**config.mk**
```make
export PLATFORM = sky130hd
export DESIGN_NAME = mult_seq_flat
export DESIGN_NICKNAME = d
export VERILOG_FILES = /design/src/rtl/mult_seq_if.sv /design/src/rtl/mult_seq.sv /design/src/flat_wrapper.sv
export SDC_FILE = /design/constraint.sdc
export NUM_CORES = 1
export LEC_CHECK = 0
export BUFFER_PORTS_ARGS = -buffer_cell sky130_fd_sc_hd__buf_2
export CAP_MARGIN = 10
export CORE_MARGIN = 2
export CORE_UTILIZATION = 45
export CTS_BUF_LIST = sky130_fd_sc_hd__clkbuf_4 sky130_fd_sc_hd__clkbuf_8
export CTS_CLUSTER_SIZE = 8
export DETAILED_ROUTE_END_ITERATION = 8
export HOLD_SLACK_MARGIN = 0.06
export MAX_ROUTING_LAYER = met4
export PLACE_DENSITY = 0.76
export SYNTH_ARGS = -nofsm -noshare
export SYNTH_HDL_FRONTEND = slang
export SYNTH_SLANG_ARGS = --single-unit
```
**constraint.sdc**
```tcl
create_clock -name clk -period 1.75 [get_ports clk]
set_input_delay 0.2625 -clock clk [delete_from_list [all_inputs] [get_ports clk]]
set_output_delay 0.2625 -clock clk [all_outputs]
set_load 0.01 [all_outputs]
```
**src/rtl/mult_seq_if.sv**
```systemverilog
// mult_seq_if - request/response and ALU-sharing bus of the multiply sequencer.
//
// Signals:
//   start, mcand[15:0], mplier[15:0]     request side (driven by master)
//   busy, done, result[15:0]             status/result (driven by slave)
//   alu_en, alu_A, alu_B, alu_Op,
//   alu_invA, alu_invB, alu_Cin,
//   alu_lower_two                        ALU operand/control (driven by slave)
//   alu_Out[15:0]                        ALU result (driven by master side)
//
// Modports:
//   slave  - the sequencer (mult_seq)
//   master - the execute stage that issues requests and owns the ALU
interface mult_seq_if;
    logic        start;
    logic [15:0] mcand;
    logic [15:0] mplier;
    logic        busy;
    logic        done;
    logic [15:0] result;
    logic        alu_en;
    logic [15:0] alu_A;
    logic [15:0] alu_B;
    logic [4:0]  alu_Op;
    logic        alu_invA;
    logic        alu_invB;
    logic        alu_Cin;
    logic [1:0]  alu_lower_two;
    logic [15:0] alu_Out;

    modport slave (
        input  start, mcand, mplier, alu_Out,
        output busy, done, result,
        output alu_en, alu_A, alu_B, alu_Op, alu_invA, alu_invB, alu_Cin, alu_lower_two
    );

    modport master (
        output start, mcand, mplier, alu_Out,
        input  busy, done, result,
        input  alu_en, alu_A, alu_B, alu_Op, alu_invA, alu_invB, alu_Cin, alu_lower_two
    );
endinterface

```
**src/rtl/mult_seq.sv**
```systemverilog
// mult_seq - multi-cycle unsigned 16x16 multiply (low 16 bits of product)
// by shift-and-add, borrowing the execute-stage ALU adder for each add.
//
// Ports:
//   clk    in   rising-edge clock
//   rst_n  in   asynchronous active-low reset
//   bus    mult_seq_if.slave
//            start/mcand/mplier : request, sampled only in IDLE
//            busy/done/result   : busy in RUN and DONE, one-cycle done pulse,
//                                 result held until the next accepted start
//            alu_*              : ALU operands (acc, shifted mcand) and the
//                                 fixed ADDI control encoding; alu_en marks RUN
//            alu_Out            : combinational ALU sum of alu_A + alu_B
//
// Configuration macro:
//   MULT_EARLY_EXIT_EN - when defined, RUN ends as soon as the remaining
//                        multiplier bits are all zero (result unchanged,
//                        latency becomes data dependent).
module mult_seq (
    input  logic      clk,
    input  logic      rst_n,
    mult_seq_if.slave bus
);

    typedef enum logic [1:0] {
        IDLE = 2'd0,
        RUN  = 2'd1,
        DONE = 2'd2
    } state_t;

    state_t      state_q;
    logic [15:0] acc_q;
    logic [15:0] mc_sh_q;
    logic [15:0] mp_q;
    logic [3:0]  cnt_q;
    logic        busy_q;
    logic        done_q;
    logic        alu_en_q;

    logic [15:0] acc_d;
    logic        early_exit;

    // Accumulate only when the current multiplier bit is set.
    assign acc_d = mp_q[0] ? bus.alu_Out : acc_q;

`ifdef MULT_EARLY_EXIT_EN
    assign early_exit = (mp_q == '0);
`else
    assign early_exit = 1'b0;
`endif

    always_ff @(posedge clk or negedge rst_n) begin
        if (!rst_n) begin
            state_q  <= IDLE;
            acc_q    <= '0;
            mc_sh_q  <= '0;
            mp_q     <= '0;
            cnt_q    <= '0;
            busy_q   <= 1'b0;
            done_q   <= 1'b0;
            alu_en_q <= 1'b0;
        end else begin
            case (state_q)
                IDLE: begin
                    done_q <= 1'b0;
                    if (bus.start) begin
                        acc_q    <= '0;
                        mc_sh_q  <= bus.mcand;
                        mp_q     <= bus.mplier;
                        cnt_q    <= '0;
                        state_q  <= RUN;
                        busy_q   <= 1'b1;
                        alu_en_q <= 1'b1;
                    end
                end
                RUN: begin
                    if (early_exit) begin
                        // No remaining multiplier bits: finish without touching the datapath.
                        state_q  <= DONE;
                        alu_en_q <= 1'b0;
                        done_q   <= 1'b1;
                    end else begin
                        acc_q   <= acc_d;
                        mc_sh_q <= {mc_sh_q[14:0], 1'b0};
                        mp_q    <= {1'b0, mp_q[15:1]};
                        cnt_q   <= cnt_q + 4'd1;
                        // The 16th add is captured on the same edge that leaves RUN.
                        if (cnt_q == 4'd15) begin
                            state_q  <= DONE;
                            alu_en_q <= 1'b0;
                            done_q   <= 1'b1;
                        end
                    end
                end
                DONE: begin
                    state_q <= IDLE;
                    busy_q  <= 1'b0;
                    done_q  <= 1'b0;
                end
                default: begin
                    state_q  <= IDLE;
                    busy_q   <= 1'b0;
                    done_q   <= 1'b0;
                    alu_en_q <= 1'b0;
                end
            endcase
        end
    end

    assign bus.busy          = busy_q;
    assign bus.done          = done_q;
    assign bus.result        = acc_q;
    assign bus.alu_en        = alu_en_q;
    assign bus.alu_A         = acc_q;
    assign bus.alu_B         = mc_sh_q;
    assign bus.alu_Op        = 5'b01000;
    assign bus.alu_invA      = 1'b0;
    assign bus.alu_invB      = 1'b0;
    assign bus.alu_Cin       = 1'b0;
    assign bus.alu_lower_two = 2'b00;

endmodule

```
**src/flat_wrapper.sv**
```systemverilog
// flat-port wrapper written by rule: the top's interface ports become plain ports
module mult_seq_flat 
  (clk, rst_n, bus_start, bus_mcand, bus_mplier, bus_alu_Out, bus_busy, bus_done, bus_result, bus_alu_en, bus_alu_A, bus_alu_B, bus_alu_Op, bus_alu_invA, bus_alu_invB, bus_alu_Cin, bus_alu_lower_two);
  mult_seq_if bus_i ();
  input  logic clk;
  input  logic rst_n;
  input wire logic [$bits(bus_i.start)-1:0] bus_start;
  input wire logic [$bits(bus_i.mcand)-1:0] bus_mcand;
  input wire logic [$bits(bus_i.mplier)-1:0] bus_mplier;
  input wire logic [$bits(bus_i.alu_Out)-1:0] bus_alu_Out;
  output wire logic [$bits(bus_i.busy)-1:0] bus_busy;
  output wire logic [$bits(bus_i.done)-1:0] bus_done;
  output wire logic [$bits(bus_i.result)-1:0] bus_result;
  output wire logic [$bits(bus_i.alu_en)-1:0] bus_alu_en;
  output wire logic [$bits(bus_i.alu_A)-1:0] bus_alu_A;
  output wire logic [$bits(bus_i.alu_B)-1:0] bus_alu_B;
  output wire logic [$bits(bus_i.alu_Op)-1:0] bus_alu_Op;
  output wire logic [$bits(bus_i.alu_invA)-1:0] bus_alu_invA;
  output wire logic [$bits(bus_i.alu_invB)-1:0] bus_alu_invB;
  output wire logic [$bits(bus_i.alu_Cin)-1:0] bus_alu_Cin;
  output wire logic [$bits(bus_i.alu_lower_two)-1:0] bus_alu_lower_two;
  assign bus_i.start = bus_start;
  assign bus_i.mcand = bus_mcand;
  assign bus_i.mplier = bus_mplier;
  assign bus_i.alu_Out = bus_alu_Out;
  assign bus_busy = bus_i.busy;
  assign bus_done = bus_i.done;
  assign bus_result = bus_i.result;
  assign bus_alu_en = bus_i.alu_en;
  assign bus_alu_A = bus_i.alu_A;
  assign bus_alu_B = bus_i.alu_B;
  assign bus_alu_Op = bus_i.alu_Op;
  assign bus_alu_invA = bus_i.alu_invA;
  assign bus_alu_invB = bus_i.alu_invB;
  assign bus_alu_Cin = bus_i.alu_Cin;
  assign bus_alu_lower_two = bus_i.alu_lower_two;
  mult_seq u_core (.clk(clk), .rst_n(rst_n), .bus(bus_i));
endmodule
```
==> impl_metrics.csv <==
group,metric,value,unit
floorplan,die_h,80.51,um
clocking,cts_resized,0,
cells_and_area,final_common_cell,"buf_2",
yosys,ys_types,28,
timing,maxSlewViolCount,0,
cells_and_area,mostFrequentLayoutCells,"buf_2 (101), dfrtp_1 (57), nand2_1 (30), a22oi_1 (30), o21ai_1 (19)",
clocking,insertion_delay,0.33,ns
clocking,clk_root_buffer_cell,"clkbuf_8",
pwr,p_sw,2.111,mW
run_status,status,"finished clean",
pwr,intPower,3.552,mW
setup_path,r2r_cells,3,
timing,finalHoldViolCount,0,
yosys,yosysSeqAreaShare,0.5416,
placed_design,gp_congestion,0.7654,
yosys,synth_seq_cells,57,
drt,final_antenna_net_count,0,
pwr,power_density,1756,nW/um^2
timing,grt_setup_unrepaired,"false",
floorplan,dieArea,6481,sq um
placed_design,portBuffers,101,
clocking,cts_tree,"done",
timing,fin_worst_skew,0.005715,ns
worst_hold_path,hold_class,"primary input to register",
cells_and_area,fin_nets,382,
yosys,syn_avg_cell_area,10.79,sq um
setup_path,slowest_stage,"and2_1",
setup_path,cp.arrival,1.78,ns
setup_path,crit_path_end_kind,"register",
global_route,grt-ovfl-total,0,
pwr,p_comb_frac,0.401,
yosys,ys_warn_count,0,
global_route,grt_pass1_vias,1967,
setup_path,required,2.01,ns
floorplan,io_pins,112,
timing,setup_tns,0,ns
drt,vias_per_cell,5.133,
setup_path,cp_num_cells,3,
clocking,clockBufferDepth,2,
setup_path,crit_buf_inv,0,
placed_design,dp.cells,390,
global_route,grt_usage,0.1972,
flow_run,max_cap_viol_count,0,
setup_path,cp_max_fo,16,
timing,final.min_clock_period,1.526,ns
clocking,clkSinkCount,57,
pwr,p_total,5.663,mW
clocking,postCtsSetupRepairBufs,0,
drt,first_pass_iters,4,
placed_design,dpl.hpwl,4.127,mm
timing,slew_headroom,0.6343,
drt,drtIter0Drc,136,
floorplan,start_util,0.4725,
drt,vias,2089,
timing,tightest_slew,0.5485,ns
yosys,synthCells,244,
worst_hold_path,worstHoldPathCells,2,
setup_path,criticalPathCategory,"register to register",
setup_path,cpPeakStageDelay,0.50,ns
timing,finalCritPeriodShare,0.8717,
clocking,cts-htree-levels,3,
cells_and_area,antennaDiodeCount,0,
clocking,cts.clk_slew.worst_paths,0.06,ns
clocking,cts_buffers,9,
global_route,antenna_found_initial,0,
floorplan,core-area,5574,sq um
timing,finalSetupViolCount,0,
floorplan,fp-row-count,27,
pwr,switching_share,0.3727,
cells_and_area,area_growth_syn_to_layout,22.42,%
pwr,clkPwrFrac,0.205,
floorplan,die-width,80.51,um
setup_path,cp_top_family,"simple AND/OR/NAND/NOR gates",
drt,wl_per_cell,14.48,um
pwr,p_leak,1.648,nW
timing,fmax,655.5,MHz
drt,drc,0,
drt,wl,5.894,mm
global_route,grt_max_degree,37,
global_route,grt_pass1_wl,9.418,mm
cells_and_area,nFillCells,474,
placed_design,place_area,3018,sq um
cells_and_area,final_cells,407,
setup_path,crit_path_start_kind,"register",
setup_path,path_cells,"nor2b_4 -> and2_1 -> a22o_1",
cells_and_area,drive_gt1_frac,0.3881,
yosys,syn_area,2634,sq um
pwr,pwr-share-seq,0.393,
cells_and_area,finalInstanceArea,3224,sq um
pwr,peakVddDrop,0.7540,mV
[power groups by stage]
stage          registers [mW]  clock network (mW)  logic [mW]
6_report                 2.23                1.16        2.27
5_1_grt                  2.30                1.25        2.57
4_1_cts                  2.23                1.20        2.29
3_5_place_dp             2.25                   0        2.29
3_3_place_gp             2.23                   0        2.22
2_1_floorplan            2.31                   0        1.68
[state kept, by name (all words and copies together), names as in the netlist]
name	count
u_core.bus.alu_B	16
u_core.mp_q	16
u_core.cnt_q	4
u_core.bus.busy	1
u_core.bus.alu_A	16
u_core.bus.done	1
u_core.bus.alu_en	1
u_core.state_q	2
[Yosys cell counts]
cell / number / area (sq um)
nor2_1: 5 / 18.77
a32o_1: 2 / 20.02
o21ai_0: 15 / 75.07
o21ai_1: 19 / 95.09
o311ai_0: 1 / 8.760
nand2_1: 30 / 112.6
a22oi_1: 30 / 225.2
buf_2: 5 / 25.02
inv_1: 1 / 3.750
mux2i_1: 1 / 10.01
dfrtp_1: 57 / 1426
a21oi_1: 4 / 20.02
nor2b_4: 2 / 27.53
o21bai_4: 1 / 18.77
nor2b_1: 2 / 12.51
a22o_1: 17 / 148.9
buf_4: 31 / 232.7
conb_1: 2 / 7.510
buf_6: 4 / 45.04
and3_1: 1 / 6.260
o21bai_2: 1 / 11.26
and2b_1: 2 / 15.01
and2_1: 2 / 12.51
nand2b_1: 2 / 12.51
ha_1: 1 / 12.51
nand3_1: 2 / 10.01
and2_4: 1 / 8.760
clkbuf_1: 3 / 11.26
[cells by family after synthesis]
logic type / count (synthesis) / share of synthesized area
buf+inv: 44 / 0.1207
compound gates: 90 / 0.2366
simple gates: 49 / 0.08979
mux: 1 / 0.003801
other cells: 2 / 0.002851
flops: 57 / 0.5416
fa+ha+maj: 1 / 0.004750
[per-stage QoR]
| step | util | worst slack, ns | hold WS (ns) |
|---|---|---|---|
| 2_1_floorplan | - | 0.5181 | -0.03309 |
| 3_3_place_gp | 0.5414 | 0.2969 | 0.2662 |
| 4_1_cts | 0.5785 | 0.2349 | 0.1363 |
| 5_1_grt | 0.5785 | 0.05360 | 0.1403 |
| 3_5_place_dp | 0.5414 | 0.2201 | 0.2664 |
| 6_report | 0.5785 | 0.2244 | 0.1533 |
[routing by layer]
layer	up-vias	track usage	part of all wire
met1	979	0.2522	0.44
met4	0	0.04068	0.0068
met3	6	0.07978	0.091
met2	99	0.2983	0.46
li1	1005	-	-
met5	-	-	0
[worst paths after layout]
| kind | from | endpoint | slack, ns |
|---|---|---|---|
| worst max-delay path | u_core.state_q[0] | u_core.bus.alu_A[12] | 0.22 |
| worst min-delay path | bus_alu_Out[13] | u_core.bus.alu_A[13] | 0.15 |
| worst max register to register | u_core.state_q[0] | u_core.bus.alu_A[12] | 0.22 |
| worst min register to register | u_core.mp_q[3] | u_core.mp_q[3] | 0.49 |
| max in group asynchronous | rst_n | u_core.bus.alu_A[6] | 0.71 |
| min in group asynchronous | rst_n | u_core.bus.done | 0.46 |
[area by class of cell]
cell class              count  area [sq um]  area share
repair buffers            110         588.1      0.1824
clock buffers              14         186.4     0.05782
inverters                   1         3.754    0.001164
clock inverters             2         10.01    0.003104
flip-flops and latches     57          1426      0.4424
well taps                  72         90.09     0.02794
multi-input cells         151         919.6      0.2852
[timing repair]
item / in CTS / in global routing
setup endpoints to repair: 0 / 0
hold buffers: 1 / 0
hold endpoints to repair: 21 / 0
Power figures use the tool's default switching activity.
